<file path="config.mk">
export PLATFORM = sky130hd
export DESIGN_NAME = mul4_tournament_scheduler
export DESIGN_NICKNAME = d
export VERILOG_FILES = /design/src/rtl/mul4_eval_pkg.sv /design/src/rtl/mul4_lane_scorer.sv /design/src/rtl/mul4_tournament_scheduler.sv
export SDC_FILE = /design/constraint.sdc
export NUM_CORES = 1
export LEC_CHECK = 0
export ABC_CLOCK_PERIOD_IN_PS = 8500
export CAP_MARGIN = 20
export CORE_MARGIN = 2
export CORE_UTILIZATION = 30
export CTS_BUF_LIST = sky130_fd_sc_hd__clkbuf_8
export CTS_CLUSTER_DIAMETER = 100
export CTS_CLUSTER_SIZE = 28
export DETAILED_ROUTE_END_ITERATION = 8
export GPL_ROUTABILITY_DRIVEN = 0
export GPL_TIMING_DRIVEN = 0
export RECOVER_POWER = 50
export SYNTH_ARGS = -nofsm -noshare
export SYNTH_HDL_FRONTEND = slang
export SYNTH_HIERARCHICAL = 1
export SYNTH_SLANG_ARGS = --single-unit
</file>
<file path="constraint.sdc">
create_clock -name clk -period 8.5 [get_ports clk]
set_clock_uncertainty 0.15 [all_clocks]
set_input_delay 1.7 -clock clk [delete_from_list [all_inputs] [get_ports clk]]
set_output_delay 1.7 -clock clk [all_outputs]
set_load 0.05 [all_outputs]
</file>
<file path="src/rtl/mul4_eval_pkg.sv">
// Shared constants and types for fitness evaluation of bit-sliced 2x2 multiplier candidates.
// Each 16-bit vector carries one lane per input combination: lane L has a = L[3:2], b = L[1:0].
package mul4_eval_pkg;

  localparam int SCORE_W = 7;

  localparam logic [15:0] STIM_A1 = 16'hFF00;
  localparam logic [15:0] STIM_A0 = 16'hF0F0;
  localparam logic [15:0] STIM_B1 = 16'hCCCC;
  localparam logic [15:0] STIM_B0 = 16'hAAAA;

  localparam logic [15:0] GOLD_Y3 = 16'h8000;
  localparam logic [15:0] GOLD_Y2 = 16'h4C00;
  localparam logic [15:0] GOLD_Y1 = 16'h6AC0;
  localparam logic [15:0] GOLD_Y0 = 16'hA0A0;

  localparam logic [SCORE_W-1:0] PERFECT_SCORE = 7'd64;

  typedef enum logic [2:0] {
    S_IDLE,
    S_SELECT,
    S_SETTLE,
    S_SCORE,
    S_REPORT,
    S_DONE
  } state_t;

  function automatic logic [15:0] golden(input logic [1:0] k);
    case (k)
      2'd0:    golden = GOLD_Y0;
      2'd1:    golden = GOLD_Y1;
      2'd2:    golden = GOLD_Y2;
      default: golden = GOLD_Y3;
    endcase
  endfunction

endpackage

</file>
<file path="src/rtl/mul4_lane_scorer.sv">
// Counts lanes where a candidate output vector agrees with the golden vector (0..16).
module mul4_lane_scorer (
  input  logic [15:0] y,
  input  logic [15:0] g,
  output logic [4:0]  count
);

  assign count = 5'($countones(~(y ^ g)));

endmodule

</file>
<file path="src/rtl/mul4_tournament_scheduler.sv">
// Walks the latched candidate mask, drives exhaustive stimulus to each selected candidate,
// scores its four output vectors one per cycle and tracks the best (lowest index on ties).
module mul4_tournament_scheduler
  import mul4_eval_pkg::*;
#(
  parameter int N_CAND     = 8,
  parameter int SETTLE     = 1,
  parameter bit EARLY_EXIT = 1'b1,
  localparam int IDX_W     = $clog2(N_CAND)
) (
  input  logic               clk,
  input  logic               rst_n,
  input  logic               start,
  input  logic [N_CAND-1:0]  cand_mask,
  output logic               busy,
  output logic [IDX_W-1:0]   cand_sel,
  output logic [15:0]        a1,
  output logic [15:0]        a0,
  output logic [15:0]        b1,
  output logic [15:0]        b0,
  input  logic [15:0]        y3,
  input  logic [15:0]        y2,
  input  logic [15:0]        y1,
  input  logic [15:0]        y0,
  output logic               score_valid,
  output logic [IDX_W-1:0]   score_idx,
  output logic [SCORE_W-1:0] score_value,
  output logic               done,
  output logic               best_valid,
  output logic [IDX_W-1:0]   best_idx,
  output logic [SCORE_W-1:0] best_score
);

  state_t               state, state_nx;
  logic [N_CAND-1:0]    mask_q;
  logic [IDX_W-1:0]     cur_idx;
  logic [IDX_W-1:0]     first_idx;
  logic [IDX_W-1:0]     next_idx;
  logic                 has_next;
  logic [3:0]           settle_cnt;
  logic [1:0]           k;
  logic [SCORE_W-1:0]   acc;
  logic [15:0]          y_k;
  logic [4:0]           lane_count;

  // Lowest set bit of the incoming mask, and the next set bit above the current candidate.
  // NOTE: every combinational output gets a default before any branch, so no latch is inferred.
  always_comb begin
    first_idx = '0;
    for (int i = N_CAND - 1; i >= 0; i--) begin
      if (cand_mask[i]) first_idx = IDX_W'(i);
    end
  end

  always_comb begin
    has_next = 1'b0;
    next_idx = '0;
    for (int i = N_CAND - 1; i >= 0; i--) begin
      if (mask_q[i] && (i > int'(cur_idx))) begin
        has_next = 1'b1;
        next_idx = IDX_W'(i);
      end
    end
  end

  always_comb begin
    case (k)
      2'd0:    y_k = y0;
      2'd1:    y_k = y1;
      2'd2:    y_k = y2;
      default: y_k = y3;
    endcase
  end

  mul4_lane_scorer u_scorer (
    .y     (y_k),
    .g     (golden(k)),
    .count (lane_count)
  );

  // NOTE: clocked state uses non-blocking assignments so every register samples pre-edge values.
  always_ff @(posedge clk or negedge rst_n) begin
    if (!rst_n) state <= S_IDLE;
    else        state <= state_nx;
  end

  // An empty mask still passes through SELECT, which sends it straight to DONE.
  always_comb begin
    state_nx = state;
    case (state)
      S_IDLE:   if (start) state_nx = S_SELECT;
      S_SELECT: begin
        if (mask_q == '0)     state_nx = S_DONE;
        else if (SETTLE == 0) state_nx = S_SCORE;
        else                  state_nx = S_SETTLE;
      end
      S_SETTLE: if (settle_cnt <= 4'd1) state_nx = S_SCORE;
      S_SCORE:  if (k == 2'd3) state_nx = S_REPORT;
      S_REPORT: begin
        if (EARLY_EXIT && (acc == PERFECT_SCORE)) state_nx = S_DONE;
        else if (has_next)                        state_nx = S_SELECT;
        else                                      state_nx = S_DONE;
      end
      S_DONE:   state_nx = S_IDLE;
      default:  state_nx = S_IDLE;
    endcase
  end

  // NOTE: every datapath register is reset so an aborted tournament leaves no stale outputs.
  always_ff @(posedge clk or negedge rst_n) begin
    if (!rst_n) begin
      mask_q     <= '0;
      cur_idx    <= '0;
      settle_cnt <= '0;
      k          <= '0;
      acc        <= '0;
      best_valid <= 1'b0;
      best_idx   <= '0;
      best_score <= '0;
    end else begin
      case (state)
        S_IDLE: begin
          if (start) begin
            mask_q     <= cand_mask;
            cur_idx    <= first_idx;
            best_valid <= 1'b0;
            best_idx   <= '0;
            best_score <= '0;
          end
        end
        S_SELECT: begin
          settle_cnt <= 4'(SETTLE);
          k          <= '0;
          acc        <= '0;
        end
        S_SETTLE: settle_cnt <= settle_cnt - 4'd1;
        S_SCORE: begin
          acc <= acc + {2'b00, lane_count};
          k   <= k + 2'd1;
        end
        S_REPORT: begin
          if (!best_valid || (acc > best_score)) begin
            best_valid <= 1'b1;
            best_idx   <= cur_idx;
            best_score <= acc;
          end
          if (has_next) cur_idx <= next_idx;
        end
        default: ;
      endcase
    end
  end

  assign busy        = (state != S_IDLE);
  assign done        = (state == S_DONE);
  assign score_valid = (state == S_REPORT);
  assign score_idx   = score_valid ? cur_idx : '0;
  assign score_value = score_valid ? acc : '0;
  assign cand_sel    = cur_idx;

  assign a1 = busy ? STIM_A1 : '0;
  assign a0 = busy ? STIM_A0 : '0;
  assign b1 = busy ? STIM_B1 : '0;
  assign b0 = busy ? STIM_B0 : '0;

endmodule
</file>
### Word level (Yosys, flattened, before mapping)

Cells that the tools add are included.

* register bits after elaboration: 38
* bits in latches: 0
* RAM bits: 0
* ROM bits: 0
* bits of input ports: 75
* output and inout port bits: 91
* logic and storage cells: 124
* memories kept: 0

* $add $sub $neg: 18
* multiply operators: 0
* divide/modulo/power cells: 0
* magnitude comparators: 9
* eq/ne operators: 14
* shifts and indexed selects: 0
* multiplexer cells: 52
* bitwise logic cells: 2
* reductions and logical operators: 20

Operators by type and width (number)
* $pmux W16 S3: 2
* $mux W3: 26
* $mux W16: 4
* $add A5 B5 Y5: 7
* $pmux W7 S2: 2
* $mux W7: 3
* $add A1 B1 Y2: 8
* $not A16 Y16: 1
* $xor A16 B16 Y16: 1
* $pmux W3 S5: 1
* $gt A3 B3 Y1 const A: 4
* $pmux W3 S2: 2
* $mux W1: 9
* $reduce_and A3 Y1: 3
* $logic_not A8 Y1: 1
* $pmux W4 S2: 1
* $add A7 B5 Y7: 1
* $eq A7 B7 Y1 const B: 1
* $gt A7 B7 Y1: 1
* $logic_and A1 B1 Y1: 7
* $eq A3 B2 Y1 const B: 2
* $eq A3 B3 Y1 const B: 2
* $gt A2 B3 Y1 const A: 2
* $ne A2 B2 Y1 const B: 3
* other kinds (17): 21

### Logic depth before layout (Yosys ltp)

Gate-level depths: netlist of the first run.

* depth after elaboration: 12
* gate-level depth with buffers: 27
* mapped depth without buffers: 25

### Modules after synthesis

Netlist of the first run, hierarchy kept.

Modules (own cells, without submodules)
* mul4_tournament_scheduler: instances 1, cells each 397, area each 3323.2 sq um, seq. area each 950.9 sq um
* mul4_lane_scorer: instances 1, cells each 57, area each 560.5 sq um, seq. area each 0.0 sq um

### Worst setup path after synthesis of the first run

Ideal clock, no wire load.

* path type: input-to-reg
* start: in y2[9]
* end: reg acc[6]
* setup time: 0.071 ns
* arrival: 6.876 ns
* data required time: 8.279 ns
* path slack: 1.402 ns
* cell stages on the path: 23
* buffers on the path: 0
* cells stage by stage: a222oi_1 -> mux2i_1 -> xnor2_1 -> fa_1 -> inv_1 -> fa_1 -> inv_1 -> fa_1 -> ha_1 -> inv_1 -> fa_1 -> inv_1 -> fa_1 -> ha_1 -> inv_1 -> fa_1 -> inv_1 -> ha_1 -> a21o_1 -> a21oi_1 -> o21bai_1 -> a41o_1 -> nor2_1

* word-level cells in the longest chain between the ends: 9

Ends and longest elaborated chain
* start: declaration: RTL line mul4_tournament_scheduler.sv:22 `input logic [15:0] y2,`
* $pmux W16 S3: RTL line mul4_tournament_scheduler.sv:67 `case (k)`
* named net y_k[9]: RTL line mul4_tournament_scheduler.sv:43 `logic [15:0] y_k;`
* $xor A16 B16 Y16: RTL line mul4_lane_scorer.sv:8 `assign count = 5'($countones(~(y ^ g)));`
* $not A16 Y16: RTL line mul4_lane_scorer.sv:8
* $add A1 B1 Y2 (implied by the code): RTL line mul4_lane_scorer.sv:8
* $add A5 B5 Y5 (implied by the code) (3 in a row): RTL line mul4_lane_scorer.sv:8
* named net lane_count[2]: RTL line mul4_tournament_scheduler.sv:44 `logic [4:0] lane_count;`
* $add A7 B5 Y7: RTL line mul4_tournament_scheduler.sv:138 `acc <= acc + {2'b00, lane_count};`
* $pmux W7 S2: RTL line mul4_tournament_scheduler.sv:121 `case (state)`
* end signal: assignment: RTL line mul4_tournament_scheduler.sv:138
* end: declaration: RTL line mul4_tournament_scheduler.sv:42 `logic [SCORE_W-1:0] acc;`

The timed path passes the listed nets, and every way through them passes these cells.
A chain may end at the register's enable or synchronous reset.

### Worst setup path in the final report of the first run

Ends and elaborated chain as after synthesis.

==> results.cfg, run 1 <==
[sta]
slew_headroom_pct = -36.6
min_period_over_period_pct = 88.6
drv_slew = 39
hold_viol = 0
setup_viol = 0
grt_setup_unrepaired = no
fin_setup_tns_ns = 0
finalCriticalPeriod_ns = 7.53
fmax_ghz = 0.133
tightest_slew_ns = 2.05

[grt]
grt_first_pass_wirelength_um = 16600
grt_pass1_vias = 3563
antenna_found_initial = 0
grt-ovfl-total = 0
gr-usage-all-layers_pct = 14.3
grt_max_degree = 39

[yosys]
synth_top_area_share_pct = 24.5
netlist_area_mm2 = 0.00388
synth_area_leader_cell = dfrtp_1
avgSynthCellArea_um2 = 8.55
ys_seq_elements = 38
synth_ff_type = dfrtp_1
synth_edf_count = 0
yosys_warnings = 6
async_flop_share_pct = 100
synth.area.top_cells = dfrtp_1, buf_4, ha_1
synth_cell_type_count = 55
synth-seq-area-share_pct = 24.5
synthCells = 454

[detailed_routing]
via_count = 3610
totalWireLength_um = 10000
wire_per_inst_um = 12.5
drc_errors = 0
ant_nets = 0
via_per_inst = 4.48
first_pass_iters = 4
drt_iter0_markers = 193

[die]
die_h_um = 118
floorplan.initialDensity_pct = 30.8
die_w_um = 118
rows = 41
die_area_mm2 = 0.0139
num_io_pins = 166
core-area_mm2 = 0.0126

[clock_tree]
htreeDepth = 2
post_cts_buffers = 0
clk_latency_ns = 0.29
numCtsBuffers = 5
cts.sinks = 38
postCtsHoldBufs = 0
clk_path_buf_depth = 2
cts_tree = done
cts_resized = 0
path_clk_slew_ns = 0.08
clock-root-buffer = clkbuf_8

[setup_path]
start_kind = input port
cp_data_arrival_time_ns = 7.62
crit_fanout = 3
required_ns = 8.58
endpoint_kind = flop
crit_type = input port to flop

[final_layout]
syn2layout_area_growth_pct = 45.5
nets = 747
antenna_cells = 0
drive_above_1_share_pct = 13.0

[run_status]
status = finished, violations left
failed_checks = capacitance limit, slew limit

[placed_design]
numPortBuffers = 133
place_hpwl_um = 8460

[worst_hold_path]
hp-class = flop to flop

[job]
drv_cap = 1
==> layout by cell type (no fill, tap or decap), types with 9 or more instances in the layout <==
master and count:
clkdlybuf4s50_1 124, nor2_1 17, mux2i_1 16, a222oi_1 16, and3_1 9, xnor2_1 18, nand2_1 40, a21oi_1 21
nand3_1 9, a22o_1 10, fa_1 11, inv_1 51, buf_4 64, clkbuf_1 16, ha_1 29, dfrtp_1 38
o21ai_0 17, conb_1 39
==> routing by layer <==
metal | GRT usage (%) | vias to the layer above | share of wire (%)
li1 | - | 1826 | -
met1 | 17.0 | 1644 | 42
met2 | 26.3 | 131 | 50
met3 | 2.76 | 9 | 6.8
met4 | 3.39 | 0 | 0.85
met5 | 0 | - | 0
==> synth_stat cells, drive strengths merged, types with 4 or more instances <==
cell type and n:
o31ai 4, fa 11, a22o 10, nand3 9, dfrtp 38, nor3 8, and3 9, nor2b 4
nor4 5, a222oi 16, nand2 41, buf 73, nor2 17, xnor2 18, a21oi 21, mux2i 16
o21ai 17, inv 50, ha 29, clkbuf 12
==> final timing paths <==
kind | start | end | slack [ns] | depth (start not counted)
worst min register to register | mask_q[0] | mask_q[0] | 0.33 | 2
worst max-delay path | y2[9] | acc[6] | 0.97 | 24
min in group asynchronous | rst_n | cand_sel[2] | 1.84 | 1
worst min-delay path | mask_q[0] | mask_q[0] | 0.33 | 2
worst max register to register | k[0] | acc[6] | 1.38 | 25
max in group asynchronous | rst_n | mask_q[4] | 5.19 | 1
==> sequential cells by signal, indices dropped and copies added (netlist names), 2 cells and up <==
signal	count
best_idx	3
mask_q	8
cand_sel	3
settle_cnt	4
best_score	7
k	2
acc	7
state	3
==> area by class of cell <==
type | instances | area [um2]
fill | 1260 | 6970
multi-input combinational | 319 | 2310
timing repair buffer | 133 | 1330
sequential | 38 | 951
buffer | 85 | 571
tap | 172 | 215
inverter | 50 | 188
clock buffer | 6 | 82.6
clock inverter | 2 | 8.76
==> critical path, cell delays in order <==
cell	delay (ns)
clkdlybuf4s50_1	0.40
a222oi_1	0.35
mux2i_1	0.14
xnor2_1	0.17
fa_1	0.51
inv_1	0.06
fa_1	0.52
inv_1	0.05
fa_1	0.53
ha_1	0.16
inv_1	0.05
fa_1	0.48
inv_1	0.06
fa_1	0.48
ha_1	0.16
inv_1	0.05
fa_1	0.49
inv_1	0.05
ha_1	0.31
a21o_1	0.20
a21oi_1	0.24
o21bai_1	0.12
a41o_1	0.25
nor2_1	0.08
==> per-stage QoR <==
stage               cell area, um2  utilization (%)  setup slack, ns  hold WS [ns]  std cells
finish                        5650             44.8            0.966         0.334        805
global route                  5650             44.8            0.620         0.371        805
CTS                           5660             44.8            0.956         0.338        805
detailed placement            5570             44.1            0.635         0.322        797
global placement              5570             44.2            0.743         0.314        797
floorplan                     4030                -             1.40         0.297        492
==> cell families (layout without fill, tap and decap cells) <==
group,Yosys count,count (layout),share of synthesized area (%)
buffers and inverters,135,276,19.6
AND/OR/NAND/NOR,106,106,13.4
AO/OA/AOI/OAI,95,95,18.0
adder cells (fa/ha/maj),40,40,15.0
flip-flops,38,38,24.5
XOR/XNOR,21,21,4.74
multiplexers,18,18,4.70
other,1,39,0.0966
Power of run 1 is not shown: default switching activity piles up to over one toggle a cycle in this logic, so the estimate is an artifact.
==> run 2, diff against run 1 <==
--- a/config.mk
+++ b/config.mk
@@ -15,6 +15,7 @@
 export DETAILED_ROUTE_END_ITERATION = 8
 export GPL_ROUTABILITY_DRIVEN = 0
 export GPL_TIMING_DRIVEN = 0
+export PLACE_DENSITY = 0.69
 export RECOVER_POWER = 50
 export SYNTH_ARGS = -nofsm -noshare
 export SYNTH_HDL_FRONTEND = slang
==> run 2 against run 1 <==
Against the previous run: register-to-register slack improved by 0.04 ns; sequential share of layout area hardly changed; the run still ends with capacitance limit, slew limit left; non-clock buffer count is the same; highest routed layer unchanged; critical path depth stayed put; maximum frequency shrank 0.42%; count of clock-buffer cells in the layout fell by 1; core utilization grew 0.079 points; worst setup slack got worse by 0.031 ns; flip-flop and latch count unchanged; wire length about the same; cell count did not move; die area unchanged.
==> results.cfg, run 2 (synthesis gave the netlist of run 1 again) <==
[final_layout]
mostFrequentLayoutCells = clkdlybuf4s50_1, buf_4, inv_1
antenna_cells = 0
drive_above_1_share_pct = 13.0
top_register = mask_q
largest_reg_flops = 8
nets = 747
syn2layout_area_growth_pct = 45.8
top_regs = mask_q (8), acc (7), best_score (7)
layout_commonest_cell = clkdlybuf4s50_1

[clock_tree]
postCtsHoldBufs = 0
cts_resized = 0
numCtsBuffers = 5
cts.sinks = 38
cts_tree = done
post_cts_buffers = 0
htreeDepth = 2
path_clk_slew_ns = 0.08
clk_latency_ns = 0.30
clock-root-buffer = clkbuf_8
clk_path_buf_depth = 2

[setup_path]
crit_type = input port to flop
r2r_end = acc[6]
required_ns = 8.59
cp_data_arrival_time_ns = 7.65
endpoint_kind = flop
r2r_start = k[0]
start_kind = input port
reg2reg_depth = 25
rrSetupSlack_ns = 1.42
crit_fanout = 3

[die]
rows = 41
die_area_mm2 = 0.0139
floorplan.initialDensity_pct = 30.8
die_h_um = 118
num_io_pins = 166
die_w_um = 118
core-area_mm2 = 0.0126

[detailed_routing]
totalWireLength_um = 10000
ant_nets = 0
drc_errors = 0
via_per_inst = 4.53
via_count = 3646
wire_per_inst_um = 12.5
drt_iter0_markers = 239
first_pass_iters = 5

[sta]
setup_viol = 0
drv_slew = 39
hold_viol = 0
slew_headroom_pct = -42.6
tightest_slew_ns = 2.14
grt_setup_unrepaired = no
min_period_over_period_pct = 89.0
fmax_ghz = 0.132
finalCriticalPeriod_ns = 7.57
fin_setup_tns_ns = 0

[run_status]
status = finished, violations left
failed_checks = capacitance limit, slew limit

[grt]
grt_first_pass_wirelength_um = 16600
antenna_found_initial = 0
grt-ovfl-total = 0
gr-usage-all-layers_pct = 14.1
grt_pass1_vias = 3536
grt_max_degree = 39

[worst_hold_path]
hold_start = mask_q[0]
min_delay_path_depth = 2
hp-class = flop to flop
min_to = mask_q[0]

[placed_design]
place_hpwl_um = 8360
numPortBuffers = 133

[job]
drv_cap = 1
-- run 2: cell count changes in the layout (fill, tap and decap cells not counted), sizes merged --
cell    delta
buf        -1
inv        -1
clkinv     +1
bufinv     +1
-- run 2: worst max-delay path by stage --
stage	startpoint	end	cells past startpoint
CTS	y2[9]	acc[6]	24
detailed placement	y2[9]	acc[6]	24
floorplan	y2[9]	acc[6]	23
global route	y2[9]	acc[6]	24
finish	y2[9]	acc[6]	24
global placement	y2[9]	acc[6]	24
-- run 2: layout make-up --
cell class	count	area (um2)
Buffer	85	563
Clock buffer	5	68.8
Clock inverter	3	40.0
Fill cell	1270	6960
Inverter	50	188
Multi-Input combinational cell	319	2310
Sequential cell	38	951
Tap cell	172	215
Timing Repair Buffer	133	1330
-- run 2: worst max-delay path: stages --
cell and delay (ns):
clkdlybuf4s50_1 0.40, a222oi_1 0.34, mux2i_1 0.16, xnor2_1 0.19, fa_1 0.51, inv_1 0.05, fa_1 0.53, inv_1 0.06
fa_1 0.53, ha_1 0.17, inv_1 0.06, fa_1 0.47, inv_1 0.06, fa_1 0.48, ha_1 0.16, inv_1 0.05
fa_1 0.48, inv_1 0.04, ha_1 0.31, a21o_1 0.19, a21oi_1 0.24, o21bai_1 0.13, a41o_1 0.25, nor2_1 0.08
-- run 2: stage by stage --
step	cell area [um2]	util [%]	cells	setup WS (ns)	hold slack, ns
5_1_grt	5660	44.9	805	0.574	0.377
6_report	5660	44.9	805	0.935	0.332
2_1_floorplan	4030	-	492	1.40	0.297
4_1_cts	5680	45.0	805	0.918	0.335
3_5_place_dp	5570	44.1	797	0.591	0.317
3_3_place_gp	5570	44.2	797	0.758	0.313
-- run 2: metal layers --
metal,GRT usage [%],up-vias,wire length (um),share of wire (%)
met5,0,-,0,0
met4,2.03,0,52,0.52
met3,2.52,6,640,6.4
met2,26.1,130,5020,50
met1,17.2,1674,4340,43
li1,-,1836,-,-
Power of run 2 is left out for the same reason.
